===== config.mk =====
export PLATFORM = sky130hd
export DESIGN_NAME = vgaram_arbiter
export DESIGN_NICKNAME = d
export VERILOG_FILES = /design/src/rtl/vgaram_pkg.sv /design/src/rtl/sync_fifo.sv /design/src/rtl/vgaram_arbiter.sv
export SDC_FILE = /design/constraint.sdc
export NUM_CORES = 1
export LEC_CHECK = 0
export CORE_ASPECT_RATIO = 0.8
export CORE_UTILIZATION = 30
export DETAILED_ROUTE_END_ITERATION = 12
export PLACE_DENSITY = 0.55
export SYNTH_ARGS = -nofsm -noshare
export SYNTH_HDL_FRONTEND = slang
export SYNTH_SLANG_ARGS = --single-unit

===== constraint.sdc =====
create_clock -name i_clk -period 6.5 [get_ports i_clk]
set_clock_uncertainty 0.15 [all_clocks]
set_input_delay 0.65 -clock i_clk [delete_from_list [all_inputs] [get_ports i_clk]]
set_output_delay 0.65 -clock i_clk [all_outputs]
set_load 0.05 [all_outputs]

===== src/rtl/vgaram_pkg.sv =====
// Shared constants and FSM state type for the VGA RAM arbiter.
// Used by the arbiter top and its write buffer.
package vgaram_pkg;

  localparam int DATA_W          = 8;
  localparam int RAM_ADDR_W      = 16;
  localparam int WFIFO_DEPTH_DEF = 4;

  typedef enum logic [1:0] {
    ST_IDLE    = 2'd0,
    ST_RD_PEND = 2'd1,
    ST_RD_DATA = 2'd2
  } arb_state_e;

endpackage


===== src/rtl/sync_fifo.sv =====
// Show-ahead synchronous FIFO used as the host write buffer.
// A push while full is accepted only when a pop happens in the same cycle.
module sync_fifo #(
  parameter int WIDTH = 24,
  parameter int DEPTH = 4
) (
  input  logic                   i_clk,
  input  logic                   i_reset,
  input  logic                   push,
  input  logic                   pop,
  input  logic [WIDTH-1:0]       din,
  output logic [WIDTH-1:0]       dout,
  output logic                   full,
  output logic                   empty,
  output logic [$clog2(DEPTH):0] level
);

  localparam int PTR_W = $clog2(DEPTH);
  localparam int LVL_W = PTR_W + 1;

  logic [WIDTH-1:0] mem [DEPTH];
  logic [PTR_W-1:0] wr_ptr;
  logic [PTR_W-1:0] rd_ptr;
  logic [LVL_W-1:0] count;
  logic             do_push;
  logic             do_pop;

  assign do_pop  = pop && !empty;
  assign do_push = push && (!full || do_pop);
  assign full    = (count == LVL_W'(DEPTH));
  assign empty   = (count == LVL_W'(0));
  assign level   = count;
  assign dout    = mem[rd_ptr];

  // Storage array; contents need no reset because count gates visibility.
  always_ff @(posedge i_clk) begin
    if (do_push) begin
      mem[wr_ptr] <= din;
    end
  end

  // Pointers wrap naturally because DEPTH is a power of two.
  always_ff @(posedge i_clk) begin
    if (i_reset) begin
      wr_ptr <= '0;
      rd_ptr <= '0;
      count  <= '0;
    end else begin
      if (do_push) begin
        wr_ptr <= wr_ptr + PTR_W'(1);
      end
      if (do_pop) begin
        rd_ptr <= rd_ptr + PTR_W'(1);
      end
      case ({do_push, do_pop})
        2'b10:   count <= count + LVL_W'(1);
        2'b01:   count <= count - LVL_W'(1);
        default: count <= count;
      endcase
    end
  end

endmodule


===== src/rtl/vgaram_arbiter.sv =====
// Single-port video RAM arbiter: display fetcher has absolute priority,
// host writes are buffered and host reads wait until the buffer drains.
module vgaram_arbiter
  import vgaram_pkg::*;
#(
  parameter int ADDR_W      = RAM_ADDR_W,
  parameter int WFIFO_DEPTH = WFIFO_DEPTH_DEF
) (
  input  logic                         i_clk,
  input  logic                         i_reset,
  input  logic [ADDR_W-1:0]            i_vga_addr,
  input  logic                         i_vga_access,
  output logic [DATA_W-1:0]            o_vga_dat,
  input  logic [ADDR_W-1:0]            i_host_addr,
  input  logic [DATA_W-1:0]            i_host_dat,
  input  logic                         i_host_we,
  input  logic                         i_host_cs,
  output logic                         o_host_ack,
  output logic [DATA_W-1:0]            o_host_dat,
  output logic [ADDR_W-1:0]            o_ram_addr,
  output logic [DATA_W-1:0]            o_ram_dat,
  output logic                         o_ram_we,
  output logic                         o_ram_cs,
  input  logic [DATA_W-1:0]            i_ram_dat,
  output logic [$clog2(WFIFO_DEPTH):0] o_wfifo_level,
  output logic                         o_busy
);

  localparam int ENT_W = ADDR_W + DATA_W;

  arb_state_e        state_r;
  arb_state_e        state_nxt;
  logic [ADDR_W-1:0] rd_addr_r;
  logic [DATA_W-1:0] host_dat_r;
  logic              ack_r;
  logic              slot;
  logic              idle_req;
  logic              rd_accept;
  logic              wr_accept;
  logic              rd_issue;
  logic              drain;
  logic              fifo_full;
  logic              fifo_empty;
  logic [ENT_W-1:0]  fifo_head;

  // A pending read waits for an empty buffer, which gives read-after-write ordering.
  assign slot      = !i_vga_access;
  assign idle_req  = (state_r == ST_IDLE) && i_host_cs && !ack_r && !i_reset;
  assign drain     = slot && !fifo_empty && !i_reset;
  assign rd_issue  = slot && (state_r == ST_RD_PEND) && fifo_empty && !i_reset;
  assign rd_accept = idle_req && !i_host_we;
  assign wr_accept = idle_req && i_host_we && (!fifo_full || drain);

  sync_fifo #(
    .WIDTH(ENT_W),
    .DEPTH(WFIFO_DEPTH)
  ) u_wfifo (
    .i_clk  (i_clk),
    .i_reset(i_reset),
    .push   (wr_accept),
    .pop    (drain),
    .din    ({i_host_addr, i_host_dat}),
    .dout   (fifo_head),
    .full   (fifo_full),
    .empty  (fifo_empty),
    .level  (o_wfifo_level)
  );

  // Host read FSM next-state logic.
  always_comb begin
    state_nxt = state_r;
    case (state_r)
      ST_IDLE: begin
        if (rd_accept) begin
          state_nxt = ST_RD_PEND;
        end else begin
          state_nxt = ST_IDLE;
        end
      end
      ST_RD_PEND: begin
        if (rd_issue) begin
          state_nxt = ST_RD_DATA;
        end else begin
          state_nxt = ST_RD_PEND;
        end
      end
      ST_RD_DATA: state_nxt = ST_IDLE;
      default:    state_nxt = ST_IDLE;
    endcase
  end

  // Host read FSM state register.
  always_ff @(posedge i_clk) begin
    if (i_reset) begin
      state_r <= ST_IDLE;
    end else begin
      state_r <= state_nxt;
    end
  end

  // Host handshake registers: ack pulse, latched read address, held read data.
  always_ff @(posedge i_clk) begin
    if (i_reset) begin
      ack_r      <= 1'b0;
      rd_addr_r  <= '0;
      host_dat_r <= '0;
    end else begin
      ack_r <= wr_accept || rd_issue;
      if (rd_accept) begin
        rd_addr_r <= i_host_addr;
      end
      if (state_r == ST_RD_DATA) begin
        host_dat_r <= i_ram_dat;
      end
    end
  end

  // RAM port mux: fetcher, then pending read, then buffered write.
  always_comb begin
    o_ram_addr = '0;
    o_ram_cs   = 1'b0;
    o_ram_we   = 1'b0;
    if (i_vga_access) begin
      o_ram_addr = i_vga_addr;
      o_ram_cs   = 1'b1;
    end else if (rd_issue) begin
      o_ram_addr = rd_addr_r;
      o_ram_cs   = 1'b1;
    end else if (drain) begin
      o_ram_addr = fifo_head[ENT_W-1:DATA_W];
      o_ram_cs   = 1'b1;
      o_ram_we   = 1'b1;
    end else begin
      o_ram_cs   = 1'b0;
    end
  end

  // Read data is forwarded during the ack cycle and held from the register after.
  assign o_ram_dat  = fifo_head[DATA_W-1:0];
  assign o_vga_dat  = i_ram_dat;
  assign o_host_ack = ack_r;
  assign o_host_dat = (state_r == ST_RD_DATA) ? i_ram_dat : host_dat_r;
  assign o_busy     = (state_r != ST_IDLE) || !fifo_empty;

endmodule

# Word level (Yosys, flattened, before mapping)

Memories as Yosys holds them, arrays and structs flattened. A register that Yosys moved wholly into a read port is not among the register bits.
Cells that the tools add are included.
Widths: inputs -> output; s select.

Register bits after elaboration: 34
Latch bits: 0
Memory bits (writable): 96
ROM bits: 0
Input bits: 53
Output and inout bits: 47
Word-level logic and storage cells: 61
Memories: 1

Add/subtract/negate cells: 4
$mul: 0
Divide/modulo/power cells: 0
$lt $le $gt $ge: 0
Equality and inequality tests: 5
Shift-type cells: 0
Mux-type cells: 17
Bitwise gates (word level): 0
Reductions and logical operators: 27

Memories:

| name        | words | bits a word | rd ports | clocked after memory_dff | wr ports | line            | RTL |
|---|---|---|---|---|---|---|---|
| u_wfifo.mem | 4     | 24          | 1        | 1                        | 1        | sync_fifo.sv:21 | `logic [WIDTH-1:0] mem [DEPTH];` |

Operator list:

| kind                | count |
|---|---|
| $mux 16             | 3 |
| $logic_and 1x1->1   | 13 |
| $mux 1              | 8 |
| $mux 8              | 1 |
| $logic_not 1->1     | 6 |
| $mux 2              | 3 |
| $pmux 3 s2          | 1 |
| $add 2x1->2 const B | 2 |
| $eq 2x1->1 const B  | 2 |
| $eq 2x2->1 const B  | 2 |
| $logic_or 1x1->1    | 4 |
| $pmux 2 s2          | 1 |
| $reduce_bool 2->1   | 2 |
| $add 3x1->3 const B | 1 |
| $eq 3x3->1 const B  | 1 |
| $logic_not 3->1     | 1 |
| $sub 3x1->3 const B | 1 |
| $logic_not 2->1     | 1 |

# Depth between registers and ports, before layout

Depth in word-level cells: 9
Gate-level depth with buffers: 8
Gate-level depth less buffers: 8

# By module

A second synthesis with hierarchy kept.

Cell total of the unflattened synthesis: 322
Area, all modules: 5,464.0 um2

By module, submodules not included:

| module         | instances | cells each | area an instance (um2) | seq. area each (um2) |
|---|---|---|---|---|
| sync_fifo      | 1         | 180        | 3,977.6                | 3,062.9 |
| vgaram_arbiter | 1         | 142        | 1,486.4                | 540.5 |

# Least setup slack after synthesis

Ideal clock, no wire load.

Kind: input -> register
Start point: input port i_host_cs
End point: register u_wfifo.count[2] (netlist: u_wfifo.level[2])
Library setup time: 0.071 ns
Data arrival time: 2.699 ns
Data required time: 6.279 ns
Path slack: 3.580 ns
Cell stages on the path: 8
Cell sequence: or4b_4 -> a2111oi_4 -> inv_1 -> ha_1 -> fa_1 -> xnor2_1 -> or3_1 -> a21oi_1

Longest elaborated chain between the ends: 8
Elaborated cells on any way between the ends: 10
Those cells by class: 2 x eq/ne; 1 x mux; 7 x reduce/logical

RTL lines:

| item                                                   | line                 | RTL |
|---|---|---|
| from (decl)                                            | vgaram_arbiter.sv:17 | `input logic i_host_cs,` |
| $logic_and 1x1->1 (*) (3 in a row)                     | vgaram_arbiter.sv:48 | `assign idle_req = (state_r == ST_IDLE) && i_host_cs && !ack_r && !i_reset;` |
| $logic_and 1x1->1 (*) (2 in a row)                     | vgaram_arbiter.sv:52 | `assign wr_accept = idle_req && i_host_we && (!fifo_full \|\| drain);` |
| $logic_and 1x1->1 (*)                                  | sync_fifo.sv:29      | `assign do_push = push && (!full \|\| do_pop);` |
| $eq 2x1->1 / $eq 2x2->1 (equally long branches)        | sync_fifo.sv:55      | `case ({do_push, do_pop})` |
| $pmux 3 s2 / $reduce_bool 2->1 (equally long branches) | n/a                  |  |
| to (signal assigned)                                   | sync_fifo.sv:56      | `2'b10: count <= count + LVL_W'(1);` |
| to (signal assigned)                                   | sync_fifo.sv:57      | `2'b01: count <= count - LVL_W'(1);` |
| to (signal assigned)                                   | sync_fifo.sv:58      | `default: count <= count;` |
| to (decl)                                              | sync_fifo.sv:24      | `logic [LVL_W-1:0] count;` |

Every way passes the cells marked *; elsewhere a longest branch is shown, timed or not.
A chain may end at the register's enable or synchronous reset.

# Worst setup path in the final report

Start point: input port i_vga_access
End point: output port o_ram_addr[12]

Longest elaborated chain between the ends: 6
Elaborated cells on any way between the ends: 9
Those cells by class: 3 x mux; 6 x reduce/logical

RTL lines:

| item                                                     | line                                        | RTL |
|---|---|---|
| from (decl)                                              | vgaram_arbiter.sv:12                        | `input logic i_vga_access,` |
| $logic_not 1->1                                          | vgaram_arbiter.sv:47                        | `assign slot = !i_vga_access;` |
| $logic_and 1x1->1, on equally long branches (2 in a row) | vgaram_arbiter.sv:49, vgaram_arbiter.sv:50  |  |
| $mux 16 / $logic_and 1x1->1 (equally long branches)      | vgaram_arbiter.sv:129, vgaram_arbiter.sv:50 |  |
| $mux 16                                                  | vgaram_arbiter.sv:126                       | `end else if (rd_issue) begin` |
| $mux 16 (*)                                              | vgaram_arbiter.sv:123                       | `if (i_vga_access) begin` |
| to (decl)                                                | vgaram_arbiter.sv:20                        | `output logic [ADDR_W-1:0] o_ram_addr,` |

Marked as above.

==> impl_metrics.env <==
export IMPL_port_buffers=99
export IMPL_cp_end_kind="output pin"
export IMPL_cts_tree="done"
export IMPL_hold_buffers=0
export IMPL_status="finished, violations left"
export IMPL_yosys_top_cells_count="edfxtp_1 (96), dfxtp_1 (36), mux4_2 (24), a21oi_1 (20), o21ai_0 (19)"
export IMPL_slew_viol_final=0
export IMPL_cp_data_arrival_time_ns=4.13
export IMPL_netlist_area_sq_mm=0.005451
export IMPL_core_area_sq_mm=0.01754
export IMPL_maxCapViolCount=0
export IMPL_violations="DRC"
export IMPL_yosys_warnings=0
export IMPL_fin_cells=677
export IMPL_cts_sinks=132
export IMPL_rsz0062_at_grt="false"
export IMPL_synthFlopType="edfxtp_1"
export IMPL_start_util_pct=31.08
export IMPL_synth_cells=343
export IMPL_critical_path_required_ns=5.70
export IMPL_place_congestion=0.7064
export IMPL_die_w_microns=152.7
export IMPL_hold_slack_ns=0.3224
export IMPL_ys_seq_area_share_pct=66.10
export IMPL_grt_pass1_wl_microns=20160
export IMPL_syn2layout_area_growth_pct=32.66
export IMPL_wl_microns=12920
export IMPL_drc=6
export IMPL_fin_nets=498
export IMPL_num_fill_cells=1609
export IMPL_first_global_vias=3429
export IMPL_cts_root_buf="clkbuf_16"
export IMPL_async_flop_share_pct=0
export IMPL_cp_startpoint="i_vga_access"
export IMPL_fmax_mhz=202.9
export IMPL_rr_worst_depth=8
export IMPL_vdd_ir_drop_max_v=0.0001783
export IMPL_worst_setup_path_start_kind="input port"
export IMPL_reg2reg_from="state_r[1]"
export IMPL_overflow=0
export IMPL_fp_row_count=43
export IMPL_drive_gt1_share_pct=15.04
export IMPL_min_path_type="register to register"
export IMPL_max_stage_delay_ns=1.15
export IMPL_drt_initial_drc_count=196
export IMPL_avgViaCountPerCell=5.009
export IMPL_clock_path_buffers=2
export IMPL_num_vias=3391
export IMPL_p_per_area_mw_per_mm2=291.8
export IMPL_post_place_cells=645
export IMPL_synth_nets=402
export IMPL_post_cts_buffers=0
export IMPL_cts_resized=0
export IMPL_finalHoldViolations=0
export IMPL_crit_chain="clkdlybuf4s50_1, nor2_1, and4_1, a221o_1, clkdlybuf4s50_1"
export IMPL_ys_seq_elements=132
export IMPL_worstSetupEndpoint="o_ram_addr[12]"
export IMPL_fin_crit_ns=4.928
export IMPL_die_area_sq_mm=0.01872
export IMPL_dpl_hpwl_microns=8216
export IMPL_r2r_slack_ns=3.63
export IMPL_worstPathMaxFanout=22
export IMPL_insertedDiodeCount=0
export IMPL_synth_most_common_cell="edfxtp_1"
export IMPL_ant_nets=0
export IMPL_ios=100
export IMPL_synth_top_area_cell="edfxtp_1"
export IMPL_synth_distinct_cells=40
export IMPL_cts_buffers=17
export IMPL_htree_levels=4
export IMPL_met2_usage_pct=23.28
export IMPL_met3_usage_pct=4.520
export IMPL_finalSetupTns_ns=0
export IMPL_p_leak_nw=2.393
export IMPL_dr_pass1_iters=9
export IMPL_grt_max_degree=34
export IMPL_synth_edf_count=96
export IMPL_die_h_microns=122.6
export IMPL_synth_top_area_share_pct=52.88
export IMPL_critPathKind="input port to output pin"
export IMPL_worst_slew_pin_slew_ns=1.144
export IMPL_post_drt_wl_per_cell_microns=19.08
export IMPL_path_clk_slew_ns=0.06
export IMPL_setup_viol=0
export IMPL_reg2reg_to="u_wfifo.level[2]"
export IMPL_crit_top_cell="clkdlybuf4s50_1"
export IMPL_gr_usage_met1_pct=19.70
export IMPL_max_slew_margin_pct=23.42
export IMPL_finalCritPeriodShare_pct=75.81
export IMPL_grt_util_all_layers_pct=14.74
export IMPL_antenna_found_initial=0
export IMPL_yosys_top_cells_area="edfxtp_1 (53%), dfxtp_1 (13%), mux4_2 (9.9%)"
export IMPL_clkLatencyLatePin_ns=0.41
export IMPL_postSynthAreaPerCell_sq_um=15.89
export IMPL_grt_busiest_layer="met2"
export IMPL_finalPower_mw=2.110
export IMPL_cp_slowest_cell="nor2_1"
==> layout by cell type (no fill, tap or decap), types with 2 or more instances in the layout <==
cell type,Yosys,routed
clkdlybuf4s50_1,0,99
edfxtp_1,96,96
dfxtp_1,36,35
mux4_2,24,24
a21oi_1,20,20
o21ai_0,19,19
clkbuf_16,0,17
and4_1,16,16
a221o_1,16,16
nand3_1,16,16
nor2b_1,11,11
mux2_1,9,9
buf_4,8,9
nor2_1,8,8
ha_1,5,5
inv_1,4,4
and2_1,4,4
inv_6,0,4
clkinv_4,0,4
or2_1,3,3
or3_1,3,3
nand2b_1,3,3
clkinv_1,0,3
bufinv_16,0,3
mux2i_1,2,2
==> flip-flops by register name, indices dropped and copies added (netlist names), named ones only <==
name,count
rd_addr_r,16
o_host_ack,1
u_wfifo.rd_ptr,2
state_r,2
host_dat_r,8
u_wfifo.level,3
u_wfifo.wr_ptr,2
u_wfifo.mem,96
==> layout make-up <==
type	count	area (sq um)	area share [%]
clock buffers	17	425.4	5.882
clock inverters	15	178.9	2.474
inverters	4	15.01	0.2076
multi-input cells	176	1668	23.06
flip-flops and latches	132	3605	49.84
well taps	225	281.5	3.893
repair buffers	108	1059	14.64
==> per-stage QoR <==
stage | setup slack, ns | utilization (%) | instance area (sq um)
finish | 1.572 | 41.23 | 7232
global route | 1.306 | 41.23 | 7232
CTS | 1.574 | 41.23 | 7232
detailed placement | 1.602 | 37.79 | 6628
global placement | 1.682 | 37.79 | 6628
floorplan | 3.580 | - | 5451
==> report_power, final <==
group | switching, mW | total, mW | internal [mW]
registers | 0.0110 | 0.927 | 0.916
clock network | 0.365 | 0.971 | 0.606
logic | 0.126 | 0.213 | 0.0873
total | 0.502 | 2.11 | 1.61
==> cell families (layout without fill, tap and decap cells) <==
| logic type | count (synthesis) | count (layout) | share of synthesized area, % |
|---|---|---|---|
| adders and majority gates | 6 | 6 | 1.515 |
| and+or+nand+nor | 74 | 74 | 9.181 |
| AOI/OAI and AO/OA | 59 | 59 | 7.437 |
| buffers and inverters | 35 | 144 | 3.305 |
| xor gates and xnor gates | 2 | 2 | 0.3214 |
| DFF | 132 | 132 | 66.10 |
| muxes | 35 | 35 | 12.14 |
==> worst min path at each step <==
stage,startpoint,endpoint,slack (ns),cells past startpoint
2_1_floorplan,rd_addr_r[0],rd_addr_r[0],0.30,2
3_3_place_gp,rd_addr_r[9],rd_addr_r[9],0.31,2
3_5_place_dp,rd_addr_r[10],rd_addr_r[10],0.31,2
4_1_cts,rd_addr_r[10],rd_addr_r[10],0.32,2
5_1_grt,rd_addr_r[8],rd_addr_r[8],0.35,2
6_report,rd_addr_r[8],rd_addr_r[8],0.32,2
==> metal layers <==
metal / routed length (microns) / vias to the layer above / share of wire, %
li1: - / 1555 / -
met1: 5899 / 1704 / 46
met2: 6012 / 122 / 47
met3: 903 / 10 / 7.0
met4: 99 / 0 / 0.77
met5: 0 / - / 0
==> worst max-delay path, delay by kind of cell <==
family | cells | cell delay, ns
compound gates | 1 | 0.15
buf+inv | 2 | 1.81
simple gates | 2 | 1.51
No activity file was read; power rests on OpenSTA's default activity.
